File: config.mk
export PLATFORM = sky130hd
export DESIGN_NAME = mni_sequencer
export DESIGN_NICKNAME = d
export VERILOG_FILES = /design/src/rtl/mni_sequencer.sv
export SDC_FILE = /design/constraint.sdc
export NUM_CORES = 1
export LEC_CHECK = 0
export CORE_MARGIN = 4
export CORE_UTILIZATION = 40
export DETAILED_ROUTE_END_ITERATION = 10
export PLACE_DENSITY = 0.76
export SYNTH_ARGS = -nofsm -noshare
export SYNTH_HDL_FRONTEND = slang
export SYNTH_SLANG_ARGS = --single-unit
File: constraint.sdc
create_clock -name clk -period 1.8 [get_ports clk]
set_input_delay 0.18 -clock clk [delete_from_list [all_inputs] [get_ports clk]]
set_output_delay 0.18 -clock clk [all_outputs]
set_load 0.02 [all_outputs]
File: src/rtl/mni_sequencer.sv
// Sequences decoded packets into myNodeInfo: captures fields, holds them through a
// SETUP window, pulses en_MNI for one cycle, then waits SETTLE before accepting more.
module mni_sequencer #(
  parameter int unsigned SETUP_CYC  = 2,
  parameter int unsigned SETTLE_CYC = 4
) (
  input  logic        clk,
  input  logic        nrst,
  input  logic        pkt_valid,
  output logic        pkt_ready,
  input  logic [2:0]  pkt_type,
  input  logic [95:0] pkt_fields,
  output logic [2:0]  fPktType,
  output logic [95:0] mni_fields,
  output logic        en_MNI,
  output logic        done,
  output logic [7:0]  drop_cnt
);

  typedef enum logic [1:0] {
    IDLE   = 2'd0,
    SETUP  = 2'd1,
    ENABLE = 2'd2,
    SETTLE = 2'd3
  } state_t;

  // Counter reload values: the counter runs N-1 down to 0, giving exactly N cycles.
  localparam logic [3:0] SETUP_LOAD  = 4'(SETUP_CYC - 1);
  localparam logic [3:0] SETTLE_LOAD = 4'(SETTLE_CYC - 1);

  state_t     state_r;
  state_t     state_s;
  logic [3:0] cnt_r;
  logic [3:0] cnt_s;
  logic       xfer_s;
  logic       capture_s;
  logic       drop_s;

  function automatic logic is_forwarded(input logic [2:0] t);
    logic fwd;
    case (t)
      3'b000, 3'b001, 3'b100, 3'b101: fwd = 1'b1;
      default:                        fwd = 1'b0;
    endcase
    return fwd;
  endfunction

  assign xfer_s = pkt_valid & pkt_ready;

  // Next-state and shared down-counter logic.
  always_comb begin
    state_s   = state_r;
    cnt_s     = cnt_r;
    capture_s = 1'b0;
    drop_s    = 1'b0;
    case (state_r)
      IDLE: begin
        if (xfer_s) begin
          if (is_forwarded(pkt_type)) begin
            capture_s = 1'b1;
            state_s   = SETUP;
            cnt_s     = SETUP_LOAD;
          end else begin
            drop_s    = 1'b1;
          end
        end else begin
          state_s = IDLE;
        end
      end
      SETUP: begin
        if (cnt_r == 4'd0) begin
          state_s = ENABLE;
          cnt_s   = 4'd0;
        end else begin
          cnt_s   = cnt_r - 4'd1;
        end
      end
      ENABLE: begin
        state_s = SETTLE;
        cnt_s   = SETTLE_LOAD;
      end
      SETTLE: begin
        if (cnt_r == 4'd0) begin
          state_s = IDLE;
          cnt_s   = 4'd0;
        end else begin
          cnt_s   = cnt_r - 4'd1;
        end
      end
      default: begin
        state_s = IDLE;
        cnt_s   = 4'd0;
      end
    endcase
  end

  // State, counter and registered handshake/pulse outputs.
  always_ff @(posedge clk or negedge nrst) begin
    if (!nrst) begin
      state_r   <= IDLE;
      cnt_r     <= 4'd0;
      pkt_ready <= 1'b0;
      en_MNI    <= 1'b0;
      done      <= 1'b0;
    end else begin
      state_r   <= state_s;
      cnt_r     <= cnt_s;
      pkt_ready <= (state_s == IDLE);
      en_MNI    <= (state_s == ENABLE);
      done      <= (state_s == SETTLE) && (cnt_s == 4'd0);
    end
  end

  // Field capture: only a forwarded transfer updates what myNodeInfo sees.
  always_ff @(posedge clk or negedge nrst) begin
    if (!nrst) begin
      fPktType   <= 3'b111;
      mni_fields <= 96'd0;
    end else if (capture_s) begin
      fPktType   <= pkt_type;
      mni_fields <= pkt_fields;
    end else begin
      fPktType   <= fPktType;
      mni_fields <= mni_fields;
    end
  end

  // Saturating drop counter.
  always_ff @(posedge clk or negedge nrst) begin
    if (!nrst) begin
      drop_cnt <= 8'd0;
    end else if (drop_s && (drop_cnt != 8'hFF)) begin
      drop_cnt <= drop_cnt + 8'd1;
    end else begin
      drop_cnt <= drop_cnt;
    end
  end

  mni_sequencer_chk u_chk (
    .clk       (clk),
    .nrst      (nrst),
    .en_mni    (en_MNI),
    .done      (done),
    .in_enable (state_r == ENABLE)
  );

endmodule

// Protocol invariants on the enable and done pulses.
module mni_sequencer_chk (
  input logic clk,
  input logic nrst,
  input logic en_mni,
  input logic done,
  input logic in_enable
);

  a_no_overlap: assert property (@(posedge clk) disable iff (!nrst) !(en_mni && done));
  a_en_in_enable: assert property (@(posedge clk) disable iff (!nrst) en_mni |-> in_enable);

endmodule

==> results of run 1 <==
## power groups by stage
| stage | Clock, uW | Sequential (uW) | Combinational (uW) |
|---|---|---|---|
| floorplan | 0 | 5810 | 1900 |
| global placement | 0 | 4500 | 6060 |
| detailed placement | 0 | 4520 | 6170 |
| CTS | 3500 | 4520 | 6200 |
| global route | 3620 | 4680 | 6400 |
| finish | 3410 | 4510 | 6120 |
## registers in the layout, indices dropped and copies added (netlist names)
signal      count
mni_fields     96
drop_cnt        8
cnt_r           4
fPktType        3
state_r         2
done            1
en_MNI          1
pkt_ready       1
## worst min-delay path, delay by kind of cell
kind                   cells  cell delay, ps
buffers and inverters      3             940
## per-stage QoR
stage,hold slack (ps),utilization
after global placement,219,0.606
after floorplan,-116,-
final,339,0.657
after CTS,335,0.657
after detailed placement,221,0.606
after global routing,352,0.657
## cell usage after synthesis
cell	count
ha_1	1
o2111a_1	1
nand2b_1	1
buf_6	2
o221ai_1	1
nor3_1	5
dfstp_2	3
nor3_2	1
o21ai_1	1
nand2_1	7
nor4_2	1
nor2b_1	1
a21oi_1	3
xnor2_1	2
and4bb_2	1
and4_1	1
nand4_1	2
nor2_1	6
o21ai_0	4
nor4_1	1
inv_1	2
xor2_1	3
nand3_1	2
and3_1	2
buf_12	10
and2_1	1
mux2_4	98
a21boi_0	1
o21a_1	3
or3_4	1
dfrtp_1	113
a21o_1	1
mux2_2	2
## area by class of cell
type / instances / area [sq um] / share of cell area
Inverter: 2 / 7.51 / 0.000944
Tap cell: 168 / 210 / 0.0264
Timing Repair Buffer: 232 / 2380 / 0.300
Clock buffer: 20 / 447 / 0.0562
Multi-Input combinational cell: 154 / 1850 / 0.232
Sequential cell: 116 / 2910 / 0.365
Clock inverter: 12 / 155 / 0.0195
## final timing paths
| kind | from | to | slack [ps] | depth (start not counted) |
|---|---|---|---|---|
| worst min register to register | fPktType[1]$_DFFE_PN1P_ | fPktType[1]$_DFFE_PN1P_ | 490 | 1 |
| worst min-delay path | nrst | mni_fields[91]$_DFFE_PN0P_ | 340 | 3 |
| max in group asynchronous | nrst | fPktType[0]$_DFFE_PN1P_ | 1120 | 3 |
| min in group clk | pkt_fields[89] | mni_fields[89]$_DFFE_PN0P_ | 390 | 2 |
| worst max-delay path | fPktType[2]$_DFFE_PN1P_ | fPktType[2] | 90 | 1 |
| worst max register to register | state_r[0]$_DFF_PN0_ | mni_fields[82]$_DFFE_PN0P_ | 140 | 4 |
## kinds of logic after synthesis
| logic type | count (synthesis) | share of synthesized area |
|---|---|---|
| muxes | 100 | 0.300 |
| adders and majority gates | 1 | 0.00252 |
| buffers and inverters | 14 | 0.0463 |
| and+or+nand+nor | 33 | 0.0380 |
| DFF | 116 | 0.584 |
| xor gates and xnor gates | 5 | 0.00881 |
| AOI/OAI and AO/OA | 15 | 0.0196 |
## layout by cell type (no fill, tap or decap), types with 4 or more instances in the layout
cell type and count:
nor2_1 6, clkinvlp_4 5, mux2_4 98, clkbuf_16 17
dfrtp_1 113, buf_4 12, o21ai_0 4, buf_12 9
clkdlybuf4s50_1 210, nor3_1 5, nand2_1 7
## layer usage
metal / GRT usage / routed length (um)
met5: 0 / 0
met4: 0.0680 / 295
met3: 0.0622 / 821
met2: 0.296 / 6310
met1: 0.200 / 4840
==> results.json, run 1 <==
{
  "routed_via_density": 4.67,
  "synth_top_area_frac": 0.569,
  "cp_max_fo": 2,
  "grt_pass1_wl_um": 19500,
  "root_buffer": "clkbuf_16",
  "drive_above_1_share": 0.295,
  "cts_made_buffers": 17,
  "power_leakage_uw": 0.00348,
  "critPathBufInv": 1,
  "numPortBuffers": 211,
  "vias": 3289,
  "min_period_ps": 1710,
  "synth_cells": 284,
  "syn_avg_cell_area_sq_um": 17.5,
  "slew_headroom": 0.779,
  "pre_cts_ws_ps": -54.2,
  "grt_setup_unrepaired": "false",
  "synth_top_area_cell": "dfrtp_1",
  "finalWirelength_um": 12300,
  "switchingPower_uw": 4460,
  "yosysUniqueCellTypes": 33,
  "dpl_cell_area_sq_um": 7340,
  "drt.antenna.violating_nets": 0,
  "total_power_uw": 14000,
  "finalCritPeriodShare": 0.953,
  "path_delay_family": "buffers and inverters",
  "finalSetupTns_ps": 0,
  "ctsHoldBuffers": 1,
  "status": "finished, final reports clean",
  "internal_power_uw": 9580,
  "cts_resized": 0,
  "grt_antenna_before_repair": 0,
  "placed_cells": 671,
  "ys_warn_count": 0,
  "cts_tree": "yes",
  "drt_pass1_iterations": 4,
  "clockBufferDepth": 2,
  "startpoint_type": "flop",
  "dp_hpwl_um": 8990,
  "die_y_um": 120,
  "netSwitchingFraction": 0.318,
  "path_clk_slew_ps": 60,
  "clock_latency_ps": 400,
  "seqPwrFrac": 0.321,
  "grt_use_total": 0.174,
  "rows": 40,
  "areaGrowthSynthToFinish_pct": 59.9,
  "cp.arrival_ps": 1530,
  "synthTopCellsByArea": "dfrtp_1, mux2_4, buf_12",
  "path_cells": "clkdlybuf4s50_1",
  "worstMarginPinSlew_ps": 331,
  "stdcell_count": 704,
  "post_cts_buffers": 0,
  "globalRouteOverflowTotal": 0,
  "drtIter0Drc": 127,
  "critPathKind": "flop to output port",
  "end_kind": "output port",
  "syn_area_sq_um": 4970,
  "grt_pass1_vias": 3663,
  "powerDensity_nw_per_um2": 1770,
  "peakVddDrop_uv": 1040,
  "cts_max_level": 4,
  "setup_viol": 0,
  "wl_per_cell_um": 17.4,
  "cap_violations": 0,
  "hold_viol_final": 0,
  "slowest_stage": "clkdlybuf4s50_1",
  "nets": 626,
  "clock_sinks": 116,
  "clockPowerShare": 0.243,
  "gp_congestion": 0.759,
  "grt_max_degree": 64,
  "syn_nets": 387,
  "ys_seq_elements": 116,
  "finClkSkew_ps": 4.50,
  "core-area_sq_um": 12100,
  "drc": 0,
  "fin_ws_ps": 85.2,
  "yosysSeqAreaShare": 0.584,
  "max_stage_delay_ps": 600,
  "hold_path.class": "primary input to asynchronous set/reset pin",
  "die_area_sq_um": 14300,
  "ios": 212,
  "slew_viol_final": 0,
  "fillers": 860,
  "required_ps": 1620,
  "fmax_mhz": 583,
  "finish.instance_area_sq_um": 7950,
  "start_util": 0.411,
  "die_x_um": 120,
  "power_frac_comb": 0.436,
  "num_antenna_cells": 0
}
(Power assumes the default switching activity.)
==> run 2: changes to the inputs <==
- CELL_PAD_IN_SITES_DETAIL_PLACEMENT: default -> 2
- CELL_PAD_IN_SITES_GLOBAL_PLACEMENT: default -> 2
- CORE_UTILIZATION: 40 -> 28
- PLACE_DENSITY: 0.76 -> default
- PLACE_DENSITY_LB_ADDON: default -> 0.1
- SLEW_MARGIN: default -> 30
==> run 2 against run 1 <==
  * Cell count increased by 8.0%
  * Via count up 0.12%
  * Critical path type unchanged
  * Die area up 40%
  * Largest power group unchanged
  * Clock-buffer cell count rose by 3
  * Clock power grew 2%
  * Non-clock buffer count shrank 1
  * Clock skew rose by 1.6 ps
  * Highest routed layer unchanged
==> results.json, run 2 (synthesized netlist as in run 1, its figures left out) <==
{
  "layout_commonest_cell": "clkdlybuf4s50_1",
  "core-area_sq_um": 17400,
  "finalWirelength_um": 14700,
  "grt_antenna_before_repair": 0,
  "rows": 48,
  "drt_pass1_iterations": 4,
  "die_y_um": 141,
  "clock_latency_ps": 410,
  "cts_resized": 0,
  "setup_viol": 0,
  "wl_per_cell_um": 19.3,
  "root_buffer": "clkbuf_16",
  "regMostFlops": "mni_fields",
  "cap_violations": 0,
  "slew_headroom": 0.642,
  "globalRouteOverflowTotal": 0,
  "routed_via_density": 4.33,
  "nets": 625,
  "total_power_uw": 14200,
  "required_ps": 1620,
  "num_antenna_cells": 0,
  "vias": 3293,
  "finalCritPeriodShare": 0.967,
  "grt_max_degree": 48,
  "peakVddDrop_uv": 714,
  "numPortBuffers": 211,
  "startpoint_type": "flop",
  "slowest_stage": "clkdlybuf4s50_1",
  "path_cells": "clkdlybuf4s50_1",
  "status": "finished, final reports clean",
  "stdcell_count": 760,
  "path_delay_family": "buffers and inverters",
  "drtIter0Drc": 65,
  "drive_above_1_share": 0.293,
  "grt_use_total": 0.151,
  "clockBufferDepth": 2,
  "power_leakage_uw": 0.00349,
  "clock_sinks": 116,
  "pre_cts_ws_ps": -125,
  "max_stage_delay_ps": 630,
  "worstMarginPinSlew_ps": 537,
  "fmax_mhz": 574,
  "cts_max_level": 4,
  "path_clk_slew_ps": 50,
  "fin_ws_ps": 59.3,
  "finalSetupTns_ps": 0,
  "finClkSkew_ps": 6.11,
  "cp.arrival_ps": 1560,
  "fillers": 1655,
  "critPathBufInv": 1,
  "drc": 0,
  "dp_hpwl_um": 11100,
  "drt.antenna.violating_nets": 0,
  "cp_max_fo": 2,
  "hold_viol_final": 0,
  "die_area_sq_um": 20000,
  "ios": 212,
  "powerDensity_nw_per_um2": 1770,
  "die_x_um": 141,
  "cts_made_buffers": 17,
  "slew_viol_final": 0,
  "critPathKind": "flop to output port",
  "cts_tree": "yes",
  "areaGrowthSynthToFinish_pct": 61.4,
  "largest_reg_flops": 96,
  "placed_cells": 727,
  "hold_path.class": "primary input to asynchronous set/reset pin",
  "end_kind": "output port",
  "start_util": 0.287,
  "grt_setup_unrepaired": "false",
  "min_period_ps": 1740,
  "reg_top3": "mni_fields x96, drop_cnt x8, cnt_r x4",
  "final_cell_mix": "clkdlybuf4s50_1, dfrtp_1, mux2_4",
  "gp_congestion": 0.717,
  "grt_pass1_wl_um": 23100,
  "grt_pass1_vias": 3819
}
run 2: cell type report:
class | instances | area (sq um) | area share
sequential | 116 | 2910 | 0.362
clock inverter | 9 | 125 | 0.0156
timing repair buffer | 231 | 2370 | 0.296
multi-input combinational | 154 | 1850 | 0.230
inverter | 2 | 7.51 | 0.000935
clock buffer | 23 | 488 | 0.0608
tap | 225 | 282 | 0.0351
run 2: layer usage:
layer / track usage / vias to the layer above / share of wire
li1: - / 1478 / -
met1: 0.196 / 1668 / 0.43
met2: 0.242 / 135 / 0.48
met3: 0.0489 / 12 / 0.078
met4: 0.0474 / 0 / 0.011
met5: 0 / - / 0
run 2: power breakdown:
| part | total, uW | switching [uW] | internal [uW] |
|---|---|---|---|
| Sequential | 4520 | 733 | 3780 |
| Combinational | 6200 | 2610 | 3590 |
| Clock | 3490 | 1180 | 2310 |
| Total | 14200 | 4520 | 9690 |
run 2: timing repair:
action | CTS | global route
hold endpoints to repair | 113 | 0
buffers inserted | 0 | 0
hold buffers | 1 | 0
run 2: path summary, 6_finish.rpt:
| check | from | endpoint | slack (ps) | depth (start not counted) |
|---|---|---|---|---|
| worst min-delay path | nrst | mni_fields[63]$_DFFE_PN0P_ | 140 | 2 |
| worst max-delay path | fPktType[2]$_DFFE_PN1P_ | fPktType[2] | 60 | 1 |
| max in group asynchronous | nrst | mni_fields[79]$_DFFE_PN0P_ | 930 | 3 |
| min in group clk | pkt_fields[16] | mni_fields[16]$_DFFE_PN0P_ | 380 | 2 |
| worst min register to register | fPktType[1]$_DFFE_PN1P_ | fPktType[1]$_DFFE_PN1P_ | 490 | 1 |
| worst max register to register | state_r[1]$_DFF_PN0_ | mni_fields[45]$_DFFE_PN0P_ | 140 | 4 |
run 2: through the flow:
| stage | cell area (sq um) | hold WS [ps] | util |
|---|---|---|---|
| floorplan | 4970 | -116 | - |
| global placement | 7410 | -3.27 | 0.427 |
| detailed placement | 7410 | 2.51 | 0.427 |
| CTS | 8030 | 113 | 0.463 |
| global route | 8030 | 143 | 0.463 |
| finish | 8030 | 138 | 0.463 |
run 2: worst register-to-register path: stages, from the launching register on:
cell	delay, ps
dfrtp_1	430
nor4_4	380
buf_12	220
buf_12	200
mux2_4	320
